===== config.mk =====
export PLATFORM = sky130hd
export DESIGN_NAME = voting_tally_ctrl_flat
export DESIGN_NICKNAME = d
export VERILOG_FILES = /design/src/rtl/voting_tally_ctrl_if.sv /design/src/rtl/voting_tally_ctrl.sv /design/src/flat_wrapper.sv
export SDC_FILE = /design/constraint.sdc
export NUM_CORES = 1
export LEC_CHECK = 0
export CORE_MARGIN = 2
export CORE_UTILIZATION = 30
export CTS_BUF_LIST = sky130_fd_sc_hd__clkbuf_4
export CTS_CLUSTER_DIAMETER = 60
export CTS_CLUSTER_SIZE = 28
export DETAILED_ROUTE_END_ITERATION = 12
export PLACE_DENSITY_LB_ADDON = 0.05
export SLEW_MARGIN = 15
export SYNTH_ARGS = -nofsm -noshare
export SYNTH_HDL_FRONTEND = slang
export SYNTH_SLANG_ARGS = --single-unit

===== constraint.sdc =====
create_clock -name clk -period 8.4 [get_ports clk]
set_input_delay 1.68 -clock clk [delete_from_list [all_inputs] [get_ports clk]]
set_output_delay 1.68 -clock clk [all_outputs]
set_load 0.005 [all_outputs]

===== src/rtl/voting_tally_ctrl_if.sv =====
// rtl/voting_tally_ctrl_if.sv - voter request/ballot bus and election result signals
interface voting_tally_ctrl_if #(
    parameter int NUM_VOTERS = 4,
    parameter int NUM_CAND   = 4,
    parameter int CNT_W      = 8
);
    localparam int IW = $clog2(NUM_CAND);

    logic                           start;
    logic                           close;
    logic [NUM_VOTERS-1:0]          req;
    logic [NUM_VOTERS*NUM_CAND-1:0] ballot;
    logic [NUM_VOTERS-1:0]          gnt;
    logic                           busy;
    logic                           done;
    logic [IW-1:0]                  winner;
    logic [CNT_W-1:0]               winner_cnt;
    logic                           tie;
    logic [CNT_W-1:0]               invalid_cnt;

    modport master (
        output start, close, req, ballot,
        input  gnt, busy, done, winner, winner_cnt, tie, invalid_cnt
    );

    modport slave (
        input  start, close, req, ballot,
        output gnt, busy, done, winner, winner_cnt, tie, invalid_cnt
    );
endinterface


===== src/rtl/voting_tally_ctrl.sv =====
// rtl/voting_tally_ctrl.sv - round-robin ballot arbiter, per-candidate tally and serial winner scan
module voting_tally_ctrl #(
    parameter int NUM_VOTERS = 4,
    parameter int NUM_CAND   = 4,
    parameter int CNT_W      = 8
) (
    input  logic                  clk,
    input  logic                  rst,
    voting_tally_ctrl_if.slave    bus
);
    localparam int IW = $clog2(NUM_CAND);
    localparam int PW = $clog2(NUM_VOTERS);
    localparam logic [CNT_W-1:0] CNT_MAX = '1;

    typedef enum logic [1:0] {S_IDLE, S_COLLECT, S_COMPARE, S_DONE} state_t;

    state_t                state_q, state_d;
    logic [CNT_W-1:0]      tally_q [NUM_CAND];
    logic [CNT_W-1:0]      tally_d [NUM_CAND];
    logic [CNT_W-1:0]      invalid_q, invalid_d;
    logic [NUM_VOTERS-1:0] voted_q, voted_d;
    logic [PW-1:0]         ptr_q, ptr_d;
    logic [IW-1:0]         scan_q, scan_d;
    logic [IW-1:0]         winner_q, winner_d;
    logic [CNT_W-1:0]      wcnt_q, wcnt_d;
    logic                  tie_q, tie_d;

    logic [NUM_VOTERS-1:0] elig;
    logic [NUM_VOTERS-1:0] gnt;
    logic                  gnt_any;
    logic [PW-1:0]         gnt_idx;
    logic [NUM_CAND-1:0]   slice;
    logic [IW-1:0]         cand_idx;
    int                    ones;
    int                    idx;

    // Search starts at the pointer and wraps; the first eligible voter wins.
    always_comb begin
        elig    = bus.req & ~voted_q;
        gnt     = '0;
        gnt_any = 1'b0;
        gnt_idx = '0;
        idx     = 0;
        if (state_q == S_COLLECT && !bus.close) begin
            for (int k = 0; k < NUM_VOTERS; k++) begin
                idx = int'(ptr_q) + k;
                if (idx >= NUM_VOTERS) idx = idx - NUM_VOTERS;
                if (!gnt_any && elig[idx]) begin
                    gnt_any = 1'b1;
                    gnt_idx = PW'(idx);
                end
            end
        end
        if (gnt_any) gnt[gnt_idx] = 1'b1;
    end

    always_comb begin
        slice    = bus.ballot[gnt_idx*NUM_CAND +: NUM_CAND];
        ones     = 0;
        cand_idx = '0;
        for (int c = 0; c < NUM_CAND; c++) begin
            if (slice[c]) begin
                ones     = ones + 1;
                cand_idx = IW'(c);
            end
        end
    end

    always_comb begin
        state_d   = state_q;
        tally_d   = tally_q;
        invalid_d = invalid_q;
        voted_d   = voted_q;
        ptr_d     = ptr_q;
        scan_d    = scan_q;
        winner_d  = winner_q;
        wcnt_d    = wcnt_q;
        tie_d     = tie_q;
        case (state_q)
            S_IDLE, S_DONE: begin
                if (bus.start) begin
                    for (int c = 0; c < NUM_CAND; c++) tally_d[c] = '0;
                    invalid_d = '0;
                    voted_d   = '0;
                    state_d   = S_COLLECT;
                end
            end
            S_COLLECT: begin
                if (bus.close) begin
                    state_d = S_COMPARE;
                    scan_d  = '0;
                end else if (gnt_any) begin
                    voted_d = voted_q | gnt;
                    ptr_d   = (gnt_idx == PW'(NUM_VOTERS - 1)) ? '0 : PW'(int'(gnt_idx) + 1);
                    if (ones == 1) begin
                        if (tally_q[cand_idx] != CNT_MAX)
                            tally_d[cand_idx] = tally_q[cand_idx] + CNT_W'(1);
                    end else if (invalid_q != CNT_MAX) begin
                        invalid_d = invalid_q + CNT_W'(1);
                    end
                    if (&voted_d) begin
                        state_d = S_COMPARE;
                        scan_d  = '0;
                    end
                end
            end
            S_COMPARE: begin
                // Strictly-greater replacement keeps the lowest index on ties.
                if (scan_q == '0) begin
                    winner_d = '0;
                    wcnt_d   = tally_q[0];
                    tie_d    = 1'b0;
                end else if (tally_q[scan_q] > wcnt_q) begin
                    winner_d = scan_q;
                    wcnt_d   = tally_q[scan_q];
                    tie_d    = 1'b0;
                end else if (tally_q[scan_q] == wcnt_q) begin
                    tie_d    = 1'b1;
                end
                if (scan_q == IW'(NUM_CAND - 1)) state_d = S_DONE;
                else                            scan_d  = scan_q + IW'(1);
            end
            default: state_d = S_IDLE;
        endcase
    end

    always_ff @(posedge clk) begin
        if (rst) begin
            state_q   <= S_IDLE;
            for (int c = 0; c < NUM_CAND; c++) tally_q[c] <= '0;
            invalid_q <= '0;
            voted_q   <= '0;
            ptr_q     <= '0;
            scan_q    <= '0;
            winner_q  <= '0;
            wcnt_q    <= '0;
            tie_q     <= 1'b0;
        end else begin
            state_q   <= state_d;
            tally_q   <= tally_d;
            invalid_q <= invalid_d;
            voted_q   <= voted_d;
            ptr_q     <= ptr_d;
            scan_q    <= scan_d;
            winner_q  <= winner_d;
            wcnt_q    <= wcnt_d;
            tie_q     <= tie_d;
        end
    end

    assign bus.gnt         = gnt;
    assign bus.busy        = (state_q == S_COLLECT) || (state_q == S_COMPARE);
    assign bus.done        = (state_q == S_DONE);
    assign bus.winner      = winner_q;
    assign bus.winner_cnt  = wcnt_q;
    assign bus.tie         = tie_q;
    assign bus.invalid_cnt = invalid_q;
endmodule


===== src/flat_wrapper.sv =====
// flat-port wrapper written by rule: the top's interface ports become plain ports
module voting_tally_ctrl_flat 
#(
    parameter int NUM_VOTERS = 4,
    parameter int NUM_CAND   = 4,
    parameter int CNT_W      = 8
)
  (clk, rst, bus_start, bus_close, bus_req, bus_ballot, bus_gnt, bus_busy, bus_done, bus_winner, bus_winner_cnt, bus_tie, bus_invalid_cnt);
  voting_tally_ctrl_if #(.NUM_VOTERS(NUM_VOTERS), .NUM_CAND(NUM_CAND), .CNT_W(CNT_W)) bus_i ();
  input  logic clk;
  input  logic rst;
  input wire logic [$bits(bus_i.start)-1:0] bus_start;
  input wire logic [$bits(bus_i.close)-1:0] bus_close;
  input wire logic [$bits(bus_i.req)-1:0] bus_req;
  input wire logic [$bits(bus_i.ballot)-1:0] bus_ballot;
  output wire logic [$bits(bus_i.gnt)-1:0] bus_gnt;
  output wire logic [$bits(bus_i.busy)-1:0] bus_busy;
  output wire logic [$bits(bus_i.done)-1:0] bus_done;
  output wire logic [$bits(bus_i.winner)-1:0] bus_winner;
  output wire logic [$bits(bus_i.winner_cnt)-1:0] bus_winner_cnt;
  output wire logic [$bits(bus_i.tie)-1:0] bus_tie;
  output wire logic [$bits(bus_i.invalid_cnt)-1:0] bus_invalid_cnt;
  assign bus_i.start = bus_start;
  assign bus_i.close = bus_close;
  assign bus_i.req = bus_req;
  assign bus_i.ballot = bus_ballot;
  assign bus_gnt = bus_i.gnt;
  assign bus_busy = bus_i.busy;
  assign bus_done = bus_i.done;
  assign bus_winner = bus_i.winner;
  assign bus_winner_cnt = bus_i.winner_cnt;
  assign bus_tie = bus_i.tie;
  assign bus_invalid_cnt = bus_i.invalid_cnt;
  voting_tally_ctrl #(.NUM_VOTERS(NUM_VOTERS), .NUM_CAND(NUM_CAND), .CNT_W(CNT_W)) u_core (.clk(clk), .rst(rst), .bus(bus_i));
endmodule

==> flow_results.org <==
** Pwr
- Portion of total power attributed to the clock network :: 19.7%
- VDD sags by at most 0.0798 mV.
- Relative contribution of combinational cells to total power :: 49.9%
- In this run the power spent charging and discharging nets is 0.000510 W.
- Cell internal power was estimated by the tool at 0.000613 W.
- Per report_power, the sequential group accounts for 30.3% of the total.
- Total chip power :: 0.00112 W
- Power density cells :: 216 nW/um^2
- Net switching is 45.4% of the power.
- Leak Pwr :: 1.77 nW

** Routing
- Final routed wire length divided by cell count :: 19.5 um
- The detailed router placed 4183 vias in this run.
- Detailed router's first-iteration violation count :: 298
- The final layout contains routed wiring with a total length of 14.4 mm.
- Number of routed nets with antenna violations :: 0
- After detailed routing, the number of remaining DRC violations is 0.
- In the routed layout, each cell is associated on average with a via count of 5.66.
- Drt first pass iters :: 8

** Timing
- Worst slew margin relative to its limit :: 37.1%
- Static timing analysis puts the maximum clock frequency at 154 MHz.
- Final setup vio count :: 0
- Setup repair after global routing left no endpoint under its margin.
- Final hold viol count :: 0
- At the pin with the least slew margin, the transition time is 0.933 ns.
- The clock period could shrink to 6.51 ns.
- Between clock sinks in the finished design, the worst skew comes to 0.0267 ns.
- The number of pins exceeding their max-slew limit in the final report is 0.
- Adding up every negative setup slack in the final design gives 0 ns.
- Share of the clock period used by the worst path after layout :: 77.5%

** Synth
- Share of the synthesized area in the top cell type :: 27.4%
- Yosys mapped the design onto 81 distinct sky130hd cell types.
- Sequential element share of the synthesized area :: 27.4%
- Post-Synthesis Cell Area :: 4450 um^2
- Yosys printed 0 warnings.
- Top FF cell, synth :: sky130_fd_sc_hd__dfxtp_1
- Avg Synthesized Cell Area :: 8.71 um^2
- Share of async-settable or async-resettable flops after synthesis :: 0%
- Number of synthesized register bits :: 61
- Synthesis handed over a netlist of 511 instances.
- sky130_fd_sc_hd__dfxtp_1 is the most common cell in the netlist.
- In this run, synthesis inferred 0 flip-flops with an integrated enable.
- Counting every net in the synthesized netlist gives 557.
- By area the synthesized netlist is led by sky130_fd_sc_hd__dfxtp_1 (27%), sky130_fd_sc_hd__ha_1 (6.2%), sky130_fd_sc_hd__mux4_2 (4.6%).
- Most area-hungry cell type in the Yosys netlist :: sky130_fd_sc_hd__dfxtp_1
- Synth cell count leaders :: sky130_fd_sc_hd__dfxtp_1 (61), sky130_fd_sc_hd__nand2_1 (41), sky130_fd_sc_hd__nor2_1 (41)

** Worst setup path
- Critical path startpoint category :: primary input
- On the worst path, the slowest cell contributes a delay of 0.71 ns.
- Top cell family by delay on the critical path :: compound AO/OA/AOI/OAI gates
- In this run the worst path has a maximum fanout of 13.
- Critical Path Most Common Cell :: sky130_fd_sc_hd__clkdlybuf4s50_1
- Type of element capturing the critical path :: primary output
- Data on the critical path is required at its endpoint by 6.72 ns.
- Cells traversed along the worst timing path :: clkdlybuf4s50_1, nor2b_1, o21ai_0, a22oi_2, ha_1, and3_1, clkdlybuf4s50_1
- Type of the worst setup path :: in -> out
- Data arrival time at the worst-slack endpoint :: 4.83 ns
- Slowest cell on the critical path :: sky130_fd_sc_hd__a22oi_2
- Buffer and inverter count on the worst path :: 2

** CTS
- TritonCTS built the clock tree.
- The tree built by TritonCTS fans out to 61 sinks.
- In this run the deepest clock path goes through 2 buffers.
- In this run, CTS created clock tree buffers numbering 9.
- Number of buffers inserted by post-CTS setup repair :: 0
- H-tree depth reported by CTS :: 3
- Post-CTS resize count :: 0
- Register clock-pin slew on the reported worst setup and hold paths :: 0.12 ns
- At the later pin of the worst-skew pair, clock insertion delay measures 0.45 ns.
- Root buffer selected by CTS :: sky130_fd_sc_hd__clkbuf_4
- Hold Buf Count CTS :: 0

** Placed design
- DP HPWL :: 11.2 mm
- In this run, placement finished with an instance count of 722.
- Port buffering added 48 buffers.
- At the end of routability-driven placement, the weighted congestion stood at 0.894.

** Floorplanning
- Initial cell density of the core :: 30.6%
- The floorplan step set the die width to 126 um.
- Die area :: 15800 um^2
- Placement row count :: 44
- Die Ht :: 126 um
- Top-level I/O count :: 49
- The core region is 14500 um^2.

** Global route
- Met3 usage :: 3.31%
- Via count of the first global-routing pass :: 4079
- GR Overflow Total :: 0
- Met1 track demand over resource :: 25.7%
- The layer flagged by global routing as most heavily used is met2.
- In the global route stage, overall resource usage came out at 18.5%.
- Initial antenna violation count :: 1
- The first global-routing pass estimated 22.9 mm of wire.
- Maximum number of pins on one net before global-route repair :: 31
- GRT met2 Usage :: 28.5%

** Job
- Number of max-capacitance violations reported :: 0

** Finish
- The count of cells in the finished layout, fillers not included, comes to 739.
- Number of inserted filler cells in the final layout :: 1507
- Layout Area Growth over Synthesis :: 16.7%
- Cells with a size suffix above 1 make up 12.5% of the layout.
- The net count of the finished layout is 595.

** Hold path
- The tightest min-delay check is of the reg -> reg type.

** Run status
- Result of the run :: completed
[worst register-to-register path: stages (launching register included)]
cell	delay, ns
sky130_fd_sc_hd__dfxtp_1	0.44
sky130_fd_sc_hd__ha_1	0.18
sky130_fd_sc_hd__buf_4	0.25
sky130_fd_sc_hd__nor2b_1	0.58
sky130_fd_sc_hd__o21ai_0	0.32
sky130_fd_sc_hd__a22oi_2	0.71
sky130_fd_sc_hd__inv_4	0.14
sky130_fd_sc_hd__mux2i_1	0.35
sky130_fd_sc_hd__a22o_1	0.45
sky130_fd_sc_hd__mux2i_1	0.25
sky130_fd_sc_hd__ha_1	0.28
sky130_fd_sc_hd__o41ai_2	0.65
sky130_fd_sc_hd__nand3_2	0.31
sky130_fd_sc_hd__o31a_2	0.45
sky130_fd_sc_hd__a22o_1	0.25
[layout by cell type (no fill, tap or decap), types with 6 or more instances in the layout]
cell and n:
sky130_fd_sc_hd__dfxtp_1 61, sky130_fd_sc_hd__o2bb2ai_1 8, sky130_fd_sc_hd__and2_1 7, sky130_fd_sc_hd__nand2_1 41
sky130_fd_sc_hd__ha_1 22, sky130_fd_sc_hd__clkbuf_4 10, sky130_fd_sc_hd__o221ai_1 7, sky130_fd_sc_hd__a21oi_1 23
sky130_fd_sc_hd__a211oi_1 18, sky130_fd_sc_hd__a31oi_1 8, sky130_fd_sc_hd__or3_1 8, sky130_fd_sc_hd__mux4_2 9
sky130_fd_sc_hd__o21ai_0 16, sky130_fd_sc_hd__clkdlybuf4s50_1 48, sky130_fd_sc_hd__inv_1 35, sky130_fd_sc_hd__xor2_1 6
sky130_fd_sc_hd__nand2b_1 10, sky130_fd_sc_hd__nand3_1 12, sky130_fd_sc_hd__a22o_1 11, sky130_fd_sc_hd__o22ai_1 6
sky130_fd_sc_hd__nor2b_1 8, sky130_fd_sc_hd__mux2i_1 12, sky130_fd_sc_hd__nor2_1 41, sky130_fd_sc_hd__nand4_1 8
[state kept, by name (all words and copies together) (netlist names)]
signal,flops
u_core.ptr_q,2
u_core.bus.tie,1
u_core.state_q,2
u_core.voted_q,4
u_core.bus.winner,2
u_core.bus.winner_cnt,8
u_core.bus.invalid_cnt,8
u_core.scan_q,2
u_core.tally_q,32
[power groups by stage]
stage	Combinational [W]	Clock, W	Sequential, W
5_1_grt	0.000619	0.000241	0.000347
6_report	0.000561	0.000222	0.000341
4_1_cts	0.000560	0.000232	0.000342
2_1_floorplan	0.000397	0	0.000335
3_3_place_gp	0.000557	0	0.000347
3_5_place_dp	0.000557	0	0.000348
[area by class of cell]
class                   count  area, um^2  share of cell area, %
multi-input cells         389        2950                   56.9
diodes                      1        2.50                 0.0482
well taps                 184         230                   4.43
inverters                  36         138                   2.65
clock inverters             6        62.6                   1.20
flip-flops and latches     61        1220                   23.5
clock buffers              10        75.1                   1.45
repair buffers             52         510                   9.83
[kinds of logic (layout without fill, tap and decap cells)]
group | after synthesis | in the layout | share of synthesized area [%]
AOI/OAI and AO/OA | 168 | 168 | 30.8
muxes | 23 | 23 | 7.81
other | 0 | 1 | 0
xor gates and xnor gates | 10 | 10 | 1.97
buffers and inverters | 61 | 104 | 6.21
DFF | 61 | 61 | 27.4
adders and majority gates | 22 | 22 | 6.18
and+or+nand+nor | 166 | 166 | 19.6
[per-layer routing]
metal,routed length [um],part of all wire [%]
met2,6420,45
met3,766,5.3
met1,6930,48
met4,306,2.1
met5,0,0
[path summary, 6_finish.rpt]
check             depth (start not counted)  slack [ns]                  endpoint                      from
hold / removal                            2        0.49  u_core.bus.winner_cnt[0]  u_core.bus.winner_cnt[0]
setup reg to reg                         14        2.67         u_core.tally_q[2]         u_core.state_q[0]
setup / recovery                          7        1.89                bus_gnt[3]                 bus_close
hold reg to reg                           2        0.49  u_core.bus.winner_cnt[0]  u_core.bus.winner_cnt[0]
[metrics by stage]
stage,utilization (%),hold slack [ns],area (um^2),setup WS (ns)
after floorplan,-,0.440,4450,3.04
after global placement,34.8,0.473,5050,1.64
after detailed placement,34.8,0.480,5050,1.59
after CTS,35.7,0.499,5190,1.94
after global routing,35.7,0.522,5190,1.54
final,35.7,0.494,5190,1.89
(Power assumes the default switching activity.)
